`src/rtl/line_drawer_param_if.sv`:
```
// Request/pixel-stream bundle between a line requester and line_drawer_param.
// The slave modport is the drawing engine; the master modport is the requester/consumer.
interface line_drawer_param_if #(
    parameter int XW      = 9,
    parameter int YW      = 8,
    parameter int COLOR_W = 3
);
    logic               start;
    logic [XW-1:0]      x0_in;
    logic [XW-1:0]      x1_in;
    logic [YW-1:0]      y0_in;
    logic [YW-1:0]      y1_in;
    logic [COLOR_W-1:0] color_in;
    logic               busy;
    logic               pix_valid;
    logic               pix_ready;
    logic [XW-1:0]      pix_x;
    logic [YW-1:0]      pix_y;
    logic [COLOR_W-1:0] pix_color;
    logic               done;

    modport slave (
        input  start, x0_in, x1_in, y0_in, y1_in, color_in, pix_ready,
        output busy, pix_valid, pix_x, pix_y, pix_color, done
    );

    modport master (
        output start, x0_in, x1_in, y0_in, y1_in, color_in, pix_ready,
        input  busy, pix_valid, pix_x, pix_y, pix_color, done
    );
endinterface

```
`src/rtl/line_drawer_param.sv`:
```
// Any-octant Bresenham line engine emitting one pixel per cycle on a valid/ready stream.
// Optional feature macro: LINE_CLIP_EN (suppress pixels outside SCREEN_W x SCREEN_H).
module line_drawer_param #(
    parameter int XW       = 9,
    parameter int YW       = 8,
    parameter int COLOR_W  = 3,
    parameter int SCREEN_W = 320,
    parameter int SCREEN_H = 240
) (
    input  logic               clk,
    input  logic               reset,
    line_drawer_param_if.slave bus
);
    localparam int CW = (XW > YW) ? XW : YW;
    localparam int EW = CW + 2;
    localparam logic [CW-1:0] CW_ZERO = {CW{1'b0}};
    localparam logic [CW-1:0] CW_ONE  = {{(CW-1){1'b0}}, 1'b1};
    localparam logic [EW-1:0] EW_ZERO = {EW{1'b0}};
`ifdef LINE_CLIP_EN
    localparam logic CLIP_ON = 1'b1;
`else
    localparam logic CLIP_ON = 1'b0;
`endif

    typedef enum logic [2:0] {
        S_IDLE  = 3'd0,
        S_SETUP = 3'd1,
        S_ORDER = 3'd2,
        S_INIT  = 3'd3,
        S_DRAW  = 3'd4,
        S_DONE  = 3'd5
    } state_t;

    state_t             state_q, state_d;
    logic [CW-1:0]      x0_q, x0_d, y0_q, y0_d;
    logic [CW-1:0]      x1_q, x1_d, y1_q, y1_d;
    logic [CW-1:0]      x_q, x_d, y_q, y_d;
    logic [CW-1:0]      dx_q, dx_d, dy_q, dy_d;
    logic [EW-1:0]      err_q, err_d;
    logic               steep_q, steep_d;
    logic               ydown_q, ydown_d;
    logic [COLOR_W-1:0] color_q, color_d;
    logic               busy_q, busy_d;
    logic               pix_valid_q, pix_valid_d;
    logic               done_q, done_d;
    logic [XW-1:0]      pix_x_q, pix_x_d;
    logic [YW-1:0]      pix_y_q, pix_y_d;

    logic [CW-1:0]      dx_s;
    logic [EW-1:0]      err_sum_s;
    logic               advance_s;
    logic [XW-1:0]      px_s;
    logic [YW-1:0]      py_s;
    logic               hide_s;

    function automatic logic [CW-1:0] abs_diff(input logic [CW-1:0] a, input logic [CW-1:0] b);
        logic [CW-1:0] r;
        if (a >= b) begin
            r = a - b;
        end else begin
            r = b - a;
        end
        return r;
    endfunction

    function automatic logic off_screen(input logic [XW-1:0] px, input logic [YW-1:0] py);
        return (int'(px) >= SCREEN_W) || (int'(py) >= SCREEN_H);
    endfunction

    // State, datapath and output registers.
    always_ff @(posedge clk or posedge reset) begin
        if (reset) begin
            state_q     <= S_IDLE;
            x0_q        <= CW_ZERO;
            y0_q        <= CW_ZERO;
            x1_q        <= CW_ZERO;
            y1_q        <= CW_ZERO;
            x_q         <= CW_ZERO;
            y_q         <= CW_ZERO;
            dx_q        <= CW_ZERO;
            dy_q        <= CW_ZERO;
            err_q       <= EW_ZERO;
            steep_q     <= 1'b0;
            ydown_q     <= 1'b0;
            color_q     <= {COLOR_W{1'b0}};
            busy_q      <= 1'b0;
            pix_valid_q <= 1'b0;
            done_q      <= 1'b0;
            pix_x_q     <= {XW{1'b0}};
            pix_y_q     <= {YW{1'b0}};
        end else begin
            state_q     <= state_d;
            x0_q        <= x0_d;
            y0_q        <= y0_d;
            x1_q        <= x1_d;
            y1_q        <= y1_d;
            x_q         <= x_d;
            y_q         <= y_d;
            dx_q        <= dx_d;
            dy_q        <= dy_d;
            err_q       <= err_d;
            steep_q     <= steep_d;
            ydown_q     <= ydown_d;
            color_q     <= color_d;
            busy_q      <= busy_d;
            pix_valid_q <= pix_valid_d;
            done_q      <= done_d;
            pix_x_q     <= pix_x_d;
            pix_y_q     <= pix_y_d;
        end
    end

    // Next state and datapath stepping; err is kept as a two's-complement vector.
    always_comb begin
        state_d   = state_q;
        x0_d      = x0_q;
        y0_d      = y0_q;
        x1_d      = x1_q;
        y1_d      = y1_q;
        x_d       = x_q;
        y_d       = y_q;
        dx_d      = dx_q;
        dy_d      = dy_q;
        err_d     = err_q;
        steep_d   = steep_q;
        ydown_d   = ydown_q;
        color_d   = color_q;
        dx_s      = x1_q - x0_q;
        err_sum_s = err_q + {2'b00, dy_q};
        // A suppressed (clipped) pixel never waits for the consumer.
        advance_s = bus.pix_ready || !pix_valid_q;

        case (state_q)
            S_IDLE: begin
                if (bus.start) begin
                    x0_d    = CW'(bus.x0_in);
                    y0_d    = CW'(bus.y0_in);
                    x1_d    = CW'(bus.x1_in);
                    y1_d    = CW'(bus.y1_in);
                    color_d = bus.color_in;
                    state_d = S_SETUP;
                end else begin
                    state_d = S_IDLE;
                end
            end
            S_SETUP: begin
                steep_d = abs_diff(y1_q, y0_q) > abs_diff(x1_q, x0_q);
                if (steep_d) begin
                    x0_d = y0_q;
                    y0_d = x0_q;
                    x1_d = y1_q;
                    y1_d = x1_q;
                end else begin
                    x0_d = x0_q;
                    y0_d = y0_q;
                    x1_d = x1_q;
                    y1_d = y1_q;
                end
                state_d = S_ORDER;
            end
            S_ORDER: begin
                if (x0_q > x1_q) begin
                    x0_d = x1_q;
                    y0_d = y1_q;
                    x1_d = x0_q;
                    y1_d = y0_q;
                end else begin
                    x0_d = x0_q;
                    y0_d = y0_q;
                    x1_d = x1_q;
                    y1_d = y1_q;
                end
                state_d = S_INIT;
            end
            S_INIT: begin
                dx_d    = dx_s;
                dy_d    = abs_diff(y1_q, y0_q);
                err_d   = EW_ZERO - {3'b000, dx_s[CW-1:1]};
                ydown_d = !(y0_q < y1_q);
                x_d     = x0_q;
                y_d     = y0_q;
                state_d = S_DRAW;
            end
            S_DRAW: begin
                if (advance_s) begin
                    if (x_q == x1_q) begin
                        state_d = S_DONE;
                    end else begin
                        x_d = x_q + CW_ONE;
                        if (!err_sum_s[EW-1] && (err_sum_s != EW_ZERO)) begin
                            y_d   = ydown_q ? (y_q - CW_ONE) : (y_q + CW_ONE);
                            err_d = err_sum_s - {2'b00, dx_q};
                        end else begin
                            err_d = err_sum_s;
                        end
                    end
                end else begin
                    state_d = S_DRAW;
                end
            end
            S_DONE: begin
                state_d = S_IDLE;
            end
            default: begin
                state_d = S_IDLE;
            end
        endcase
    end

    // Output values are computed from the coming state so that they leave flops.
    always_comb begin
        px_s   = steep_d ? y_d[XW-1:0] : x_d[XW-1:0];
        py_s   = steep_d ? x_d[YW-1:0] : y_d[YW-1:0];
        hide_s = CLIP_ON && off_screen(px_s, py_s);
        busy_d = (state_d != S_IDLE);
        done_d = (state_d == S_DONE);
        if (state_d == S_DRAW) begin
            pix_valid_d = !hide_s;
            pix_x_d     = px_s;
            pix_y_d     = py_s;
        end else begin
            pix_valid_d = 1'b0;
            pix_x_d     = pix_x_q;
            pix_y_d     = pix_y_q;
        end
    end

    assign bus.busy      = busy_q;
    assign bus.pix_valid = pix_valid_q;
    assign bus.pix_x     = pix_x_q;
    assign bus.pix_y     = pix_y_q;
    assign bus.pix_color = color_q;
    assign bus.done      = done_q;

endmodule

```
`src/flat_wrapper.sv`:
```
// flat-port wrapper written by rule: the top's interface ports become plain ports
module line_drawer_param_flat 
#(
    parameter int XW       = 9,
    parameter int YW       = 8,
    parameter int COLOR_W  = 3,
    parameter int SCREEN_W = 320,
    parameter int SCREEN_H = 240
)
  (clk, reset, bus_start, bus_x0_in, bus_x1_in, bus_y0_in, bus_y1_in, bus_color_in, bus_pix_ready, bus_busy, bus_pix_valid, bus_pix_x, bus_pix_y, bus_pix_color, bus_done);
  line_drawer_param_if #(.XW(XW), .YW(YW), .COLOR_W(COLOR_W)) bus_i ();
  input  logic clk;
  input  logic reset;
  input wire logic [$bits(bus_i.start)-1:0] bus_start;
  input wire logic [$bits(bus_i.x0_in)-1:0] bus_x0_in;
  input wire logic [$bits(bus_i.x1_in)-1:0] bus_x1_in;
  input wire logic [$bits(bus_i.y0_in)-1:0] bus_y0_in;
  input wire logic [$bits(bus_i.y1_in)-1:0] bus_y1_in;
  input wire logic [$bits(bus_i.color_in)-1:0] bus_color_in;
  input wire logic [$bits(bus_i.pix_ready)-1:0] bus_pix_ready;
  output wire logic [$bits(bus_i.busy)-1:0] bus_busy;
  output wire logic [$bits(bus_i.pix_valid)-1:0] bus_pix_valid;
  output wire logic [$bits(bus_i.pix_x)-1:0] bus_pix_x;
  output wire logic [$bits(bus_i.pix_y)-1:0] bus_pix_y;
  output wire logic [$bits(bus_i.pix_color)-1:0] bus_pix_color;
  output wire logic [$bits(bus_i.done)-1:0] bus_done;
  assign bus_i.start = bus_start;
  assign bus_i.x0_in = bus_x0_in;
  assign bus_i.x1_in = bus_x1_in;
  assign bus_i.y0_in = bus_y0_in;
  assign bus_i.y1_in = bus_y1_in;
  assign bus_i.color_in = bus_color_in;
  assign bus_i.pix_ready = bus_pix_ready;
  assign bus_busy = bus_i.busy;
  assign bus_pix_valid = bus_i.pix_valid;
  assign bus_pix_x = bus_i.pix_x;
  assign bus_pix_y = bus_i.pix_y;
  assign bus_pix_color = bus_i.pix_color;
  assign bus_done = bus_i.done;
  line_drawer_param #(.XW(XW), .YW(YW), .COLOR_W(COLOR_W), .SCREEN_W(SCREEN_W), .SCREEN_H(SCREEN_H)) u_core (.clk(clk), .reset(reset), .bus(bus_i));
endmodule
```
`config.mk`:
```
export PLATFORM = sky130hd
export DESIGN_NAME = line_drawer_param_flat
export DESIGN_NICKNAME = d
export VERILOG_FILES = /design/src/rtl/line_drawer_param_if.sv /design/src/rtl/line_drawer_param.sv /design/src/flat_wrapper.sv
export SDC_FILE = /design/constraint.sdc
export NUM_CORES = 1
export LEC_CHECK = 0
export BUFFER_PORTS_ARGS = -buffer_cell sky130_fd_sc_hd__buf_2
export CAP_MARGIN = 25
export CELL_PAD_IN_SITES_DETAIL_PLACEMENT = 2
export CELL_PAD_IN_SITES_GLOBAL_PLACEMENT = 2
export CORE_MARGIN = 2
export CORE_UTILIZATION = 42
export DETAILED_ROUTE_END_ITERATION = 12
export PLACE_DENSITY_LB_ADDON = 0.15
export RECOVER_POWER = 100
export SLEW_MARGIN = 25
export SYNTH_ARGS = -nofsm -noshare
export SYNTH_HDL_FRONTEND = slang
export SYNTH_SLANG_ARGS = --single-unit
```
`constraint.sdc`:
```
create_clock -name clk -period 8.5 [get_ports clk]
set_input_delay 1.275 -clock clk [delete_from_list [all_inputs] [get_ports clk]]
set_output_delay 1.275 -clock clk [all_outputs]
set_load 0.05 [all_outputs]
```
==> impl_metrics.prom <==
# TYPE chip_impl_metric gauge
chip_impl_metric{name="timing.hold.worst_path_depth",unit=""} 2
chip_impl_metric{name="yosys.area_share.adder",unit=""} 0.1159
chip_impl_info{name="synth_top_family_by_area",value="compound AO/OA/AOI/OAI gates"} 1
chip_impl_metric{name="numPlacedInstances",unit=""} 1307
chip_impl_metric{name="slew_at_the_pin_closest_to_its_max_slew_limit",unit="ps"} 3494
chip_impl_metric{name="global_placement_routability_congestion",unit=""} 0.8546
chip_impl_metric{name="drc_errors",unit=""} 0
chip_impl_metric{name="ys_ff_latch",unit=""} 111
chip_impl_metric{name="clockBufferDepth",unit=""} 2
chip_impl_metric{name="period_needed",unit="ps"} 6381
chip_impl_info{name="run_status",value="complete, but fails checks"} 1
chip_impl_metric{name="synthArstFlopShare",unit=""} 1.000
chip_impl_metric{name="number_of_enable_type_register_cells_in_the_synthesized_netlist",unit=""} 0
chip_impl_metric{name="path_clk_slew",unit="ps"} 90
chip_impl_metric{name="route.detailed.wl_per_inst",unit="um"} 25.43
chip_impl_metric{name="length_of_routed_met2_wiring",unit="mm"} 16.13
chip_impl_metric{name="cp_max_fo",unit=""} 19
chip_impl_info{name="path_class",value="reg -> reg"} 1
chip_impl_metric{name="filler_cell_count",unit=""} 2373
chip_impl_metric{name="fin_worst_skew",unit="ps"} 12.98
chip_impl_metric{name="initial_antenna_violation_count",unit=""} 0
chip_impl_metric{name="global_route.overflow_total",unit=""} 0
chip_impl_metric{name="grt_first_pass_wirelength",unit="mm"} 52.54
chip_impl_info{name="hold_end",value="u_core.dx_q[2]"} 1
chip_impl_metric{name="dp_hpwl",unit="mm"} 25.23
chip_impl_metric{name="core",unit="um2"} 21020
chip_impl_metric{name="avgViaCountPerCell",unit=""} 6.195
chip_impl_metric{name="num-nets-final",unit=""} 1163
chip_impl_info{name="delay_heaviest_family_cp",value="compound AO/OA/AOI/OAI gates"} 1
chip_impl_metric{name="synth-simple-area-share",unit=""} 0.1450
chip_impl_metric{name="max_slew_margin",unit=""} -1.329
chip_impl_metric{name="initial_core_utilization",unit=""} 0.4274
chip_impl_metric{name="post-place-ws",unit="ps"} 2688
chip_impl_metric{name="worst_path_largest_cell_delay",unit="ps"} 620
chip_impl_metric{name="critPathArrivalTime",unit="ps"} 6650
chip_impl_metric{name="final_cells",unit=""} 1323
chip_impl_metric{name="floorplan.die_area",unit="um2"} 22580
chip_impl_info{name="cts_tree",value="done"} 1
chip_impl_info{name="synth.top_cells.by_area",value="sky130_fd_sc_hd__dfrtp_1 (31%), sky130_fd_sc_hd__ha_1 (10%), sky130_fd_sc_hd__mux2i_1 (6.5%), sky130_fd_sc_hd__a21oi_1 (4.3%), sky130_fd_sc_hd__a22o_1 (4.2%)"} 1
chip_impl_metric{name="place.port_buffers",unit=""} 63
chip_impl_metric{name="cts_sinks",unit=""} 111
chip_impl_metric{name="detailroute.via_count",unit=""} 8196
chip_impl_info{name="dominantRegCellSynth",value="sky130_fd_sc_hd__dfrtp_1"} 1
chip_impl_metric{name="final_ant_viol_nets",unit=""} 0
chip_impl_metric{name="die_width",unit="um"} 150.3
chip_impl_metric{name="hold-worst-slack",unit="ps"} 491.9
chip_impl_info{name="most_frequent_standard_cell_in_the_layout_excluding_fill_and_tap_cells",value="sky130_fd_sc_hd__dfrtp_1"} 1
chip_impl_metric{name="cp.buffers_inverters",unit=""} 1
chip_impl_metric{name="antenna-diode-count",unit=""} 0
chip_impl_info{name="failed_checks",value="capacitance limit, slew limit"} 1
chip_impl_info{name="crit_chain",value="ha_1, and4_1, a221o_1, a21oi_2, nand3_1, mux2i_1, mux2_2, a211oi_1, ha_1, nand3_1, o31ai_1, o21a_1, or2_2, clkinv_1, a211o_1, a22o_1"} 1
chip_impl_metric{name="timing_max_transition_violations_final",unit=""} 169
chip_impl_metric{name="detail_route.iter0.violations",unit=""} 454
chip_impl_metric{name="timing.reg2reg.worst_path_depth",unit=""} 16
chip_impl_info{name="min_from",value="u_core.dx_q[2]"} 1
chip_impl_info{name="synth.largest_area_cell",value="sky130_fd_sc_hd__dfrtp_1"} 1
chip_impl_metric{name="post-route-period-util",unit=""} 0.7507
chip_impl_metric{name="wl_met1",unit="mm"} 15.25
chip_impl_info{name="crit_slowest_cell",value="sky130_fd_sc_hd__mux2i_1"} 1
chip_impl_metric{name="cts.hold.buffers_added",unit=""} 0
chip_impl_metric{name="synth_compound_gate_area_share",unit=""} 0.2421
chip_impl_metric{name="syn-instance-count",unit=""} 1009
chip_impl_metric{name="areaGrowthSynthToFinish",unit="%"} 7.953
chip_impl_metric{name="post_route_cells_drive_above_1_share",unit=""} 0.08397
chip_impl_metric{name="regToRegSetupSlack",unit="ps"} 2120
chip_impl_metric{name="cap_viol_max_count",unit=""} 5
chip_impl_metric{name="synth_top_area_frac",unit=""} 0.3092
chip_impl_info{name="setup.worst_path.start_class",value="flop"} 1
chip_impl_metric{name="yosys.area_share.xor_xnor",unit=""} 0.04875
chip_impl_info{name="worstReg2RegStart",value="u_core.y0_q[2]"} 1
chip_impl_metric{name="finalWirelength",unit="mm"} 33.65
chip_impl_metric{name="critPathRequiredTime",unit="ps"} 8770
chip_impl_metric{name="first_global_vias",unit=""} 8880
chip_impl_info{name="cts_root_buffer",value="sky130_fd_sc_hd__clkbuf_16"} 1
chip_impl_metric{name="numCtsBuffers",unit=""} 9
chip_impl_metric{name="fin_ws",unit="ps"} 2119
chip_impl_info{name="layout.cells.most_common_list",value="sky130_fd_sc_hd__dfrtp_1 (111), sky130_fd_sc_hd__inv_1 (85), sky130_fd_sc_hd__a21oi_1 (79)"} 1
chip_impl_info{name="hold_path.class",value="reg -> reg"} 1
chip_impl_metric{name="synth.mux.area_fraction",unit=""} 0.07841
chip_impl_metric{name="detail_route.first_pass.iterations",unit=""} 5
chip_impl_metric{name="syn_nets",unit=""} 1129
chip_impl_metric{name="cts_post_setup_buffers_inserted",unit=""} 0
chip_impl_metric{name="floorplan.io_pins",unit=""} 64
chip_impl_metric{name="syn_area",unit="um2"} 8984
chip_impl_metric{name="ys_types",unit=""} 85
chip_impl_info{name="r2r-end",value="u_core.bus.pix_y[1]"} 1
chip_impl_metric{name="maxClockFrequency",unit="GHz"} 0.1567
chip_impl_info{name="grt_setup_unrepaired",value="false"} 1
chip_impl_metric{name="cts.htree.levels",unit=""} 3
chip_impl_metric{name="wl_met3",unit="mm"} 1.162
chip_impl_info{name="end_kind",value="flop"} 1
chip_impl_metric{name="chipHeight",unit="um"} 150.3
chip_impl_metric{name="placement_rows",unit=""} 53
chip_impl_metric{name="finalSetupViolations",unit=""} 0
chip_impl_metric{name="final-hold-violation-count",unit=""} 0
chip_impl_info{name="routed.top_layer",value="met4"} 1
chip_impl_metric{name="cts_resized",unit=""} 0
chip_impl_metric{name="synth_area_per_cell",unit="um2"} 8.903
chip_impl_metric{name="final_sum_of_negative_setup_slack",unit="ps"} 0
chip_impl_metric{name="clk_latency",unit="ps"} 380
chip_impl_metric{name="yosysWarningCount",unit=""} 0
chip_impl_metric{name="gr-usage-all-layers",unit=""} 0.3074
chip_impl_metric{name="synth_seq_area_share",unit=""} 0.3092
chip_impl_metric{name="grt_start_max_net_pins",unit=""} 59
## worst max path at each step
stage          depth (start not counted)  slack [ps]           start                   to
6_report                              16        2120  u_core.y0_q[2]  u_core.bus.pix_y[1]
5_1_grt                               17        1810  u_core.y1_q[1]  u_core.bus.pix_y[1]
3_3_place_gp                          16        2800  u_core.y0_q[0]  u_core.bus.pix_y[1]
4_1_cts                               16        2470  u_core.y0_q[0]  u_core.bus.pix_y[1]
3_5_place_dp                          16        2690  u_core.y0_q[0]  u_core.bus.pix_y[1]
2_1_floorplan                         22        3930  u_core.y1_q[6]  u_core.bus.pix_x[0]
## logic make-up (layout without fill, tap and decap cells)
kind of cell | Yosys count | count (layout)
AO/OA/AOI/OAI | 311 | 311
XOR/XNOR | 50 | 50
adder cells (fa/ha/maj) | 79 | 79
buffers and inverters | 136 | 175
flip-flops | 111 | 111
multiplexers | 69 | 69
AND/OR/NAND/NOR | 253 | 253
## metrics by stage
| stage | instance area (um2) | util |
|---|---|---|
| 2_1_floorplan | 8984 | - |
| 3_3_place_gp | 9502 | 0.4520 |
| 3_5_place_dp | 9509 | 0.4524 |
| 4_1_cts | 9816 | 0.4669 |
| 5_1_grt | 9698 | 0.4613 |
| 6_report | 9698 | 0.4613 |
## synthesized netlist by cell type, types with 4 or more instances
master,instances
sky130_fd_sc_hd__a31o_2,4
sky130_fd_sc_hd__dfrtp_1,111
sky130_fd_sc_hd__a21o_1,21
sky130_fd_sc_hd__a21oi_1,77
sky130_fd_sc_hd__nor2b_1,10
sky130_fd_sc_hd__nor3_1,21
sky130_fd_sc_hd__o21a_1,9
sky130_fd_sc_hd__nand2b_1,9
sky130_fd_sc_hd__xor2_1,13
sky130_fd_sc_hd__nand2_1,75
sky130_fd_sc_hd__and2_1,11
sky130_fd_sc_hd__o31ai_1,4
sky130_fd_sc_hd__nand3b_1,4
sky130_fd_sc_hd__fa_1,7
sky130_fd_sc_hd__nand3_1,23
sky130_fd_sc_hd__a211o_1,7
sky130_fd_sc_hd__clkbuf_1,31
sky130_fd_sc_hd__o2111ai_1,4
sky130_fd_sc_hd__mux2i_1,58
sky130_fd_sc_hd__o22ai_1,5
sky130_fd_sc_hd__buf_2,13
sky130_fd_sc_hd__nor2_1,52
sky130_fd_sc_hd__and3_1,9
sky130_fd_sc_hd__mux2_2,11
sky130_fd_sc_hd__o211ai_1,9
sky130_fd_sc_hd__a22o_1,43
sky130_fd_sc_hd__inv_1,86
sky130_fd_sc_hd__a221oi_1,7
sky130_fd_sc_hd__a211oi_1,9
sky130_fd_sc_hd__o21ai_1,6
sky130_fd_sc_hd__o21ai_0,57
sky130_fd_sc_hd__nand4_1,9
sky130_fd_sc_hd__ha_1,72
sky130_fd_sc_hd__xnor2_1,37
sky130_fd_sc_hd__and4_1,4
sky130_fd_sc_hd__a22oi_1,4
## tightest hold or removal path, stage by stage, from the launching register on
cell,delay (ps)
sky130_fd_sc_hd__dfrtp_1,350
sky130_fd_sc_hd__nand2_1,50
sky130_fd_sc_hd__o21ai_0,60
## area by class of cell
class | count | area (um2) | share of cell area
repair buffers | 72 | 341.6 | 0.03522
well taps | 275 | 344.1 | 0.03548
clock inverters | 7 | 81.33 | 0.008386
multi-input cells | 762 | 5600 | 0.5775
inverters | 87 | 327.8 | 0.03380
flip-flops and latches | 111 | 2778 | 0.2864
clock buffers | 9 | 225.2 | 0.02322
## sequential cells by signal (all words and copies together) (netlist names), 3 cells and up
signal,count
u_core.x_q,9
u_core.state_q,3
u_core.bus.pix_color,3
u_core.y1_q,9
u_core.err_q,11
u_core.bus.pix_y,8
u_core.dy_q,9
u_core.bus.pix_x,9
u_core.x1_q,9
u_core.y_q,9
u_core.x0_q,9
u_core.dx_q,9
u_core.y0_q,9
## layer usage
metal  vias up  global-route usage
li1       3720                   -
met1      4242              0.4068
met2       183              0.5167
met3        51             0.04000
met4         0              0.1085
met5         -                   0
Power is not shown: default switching activity piles up to over one toggle a cycle in this logic, so the estimate is an artifact.
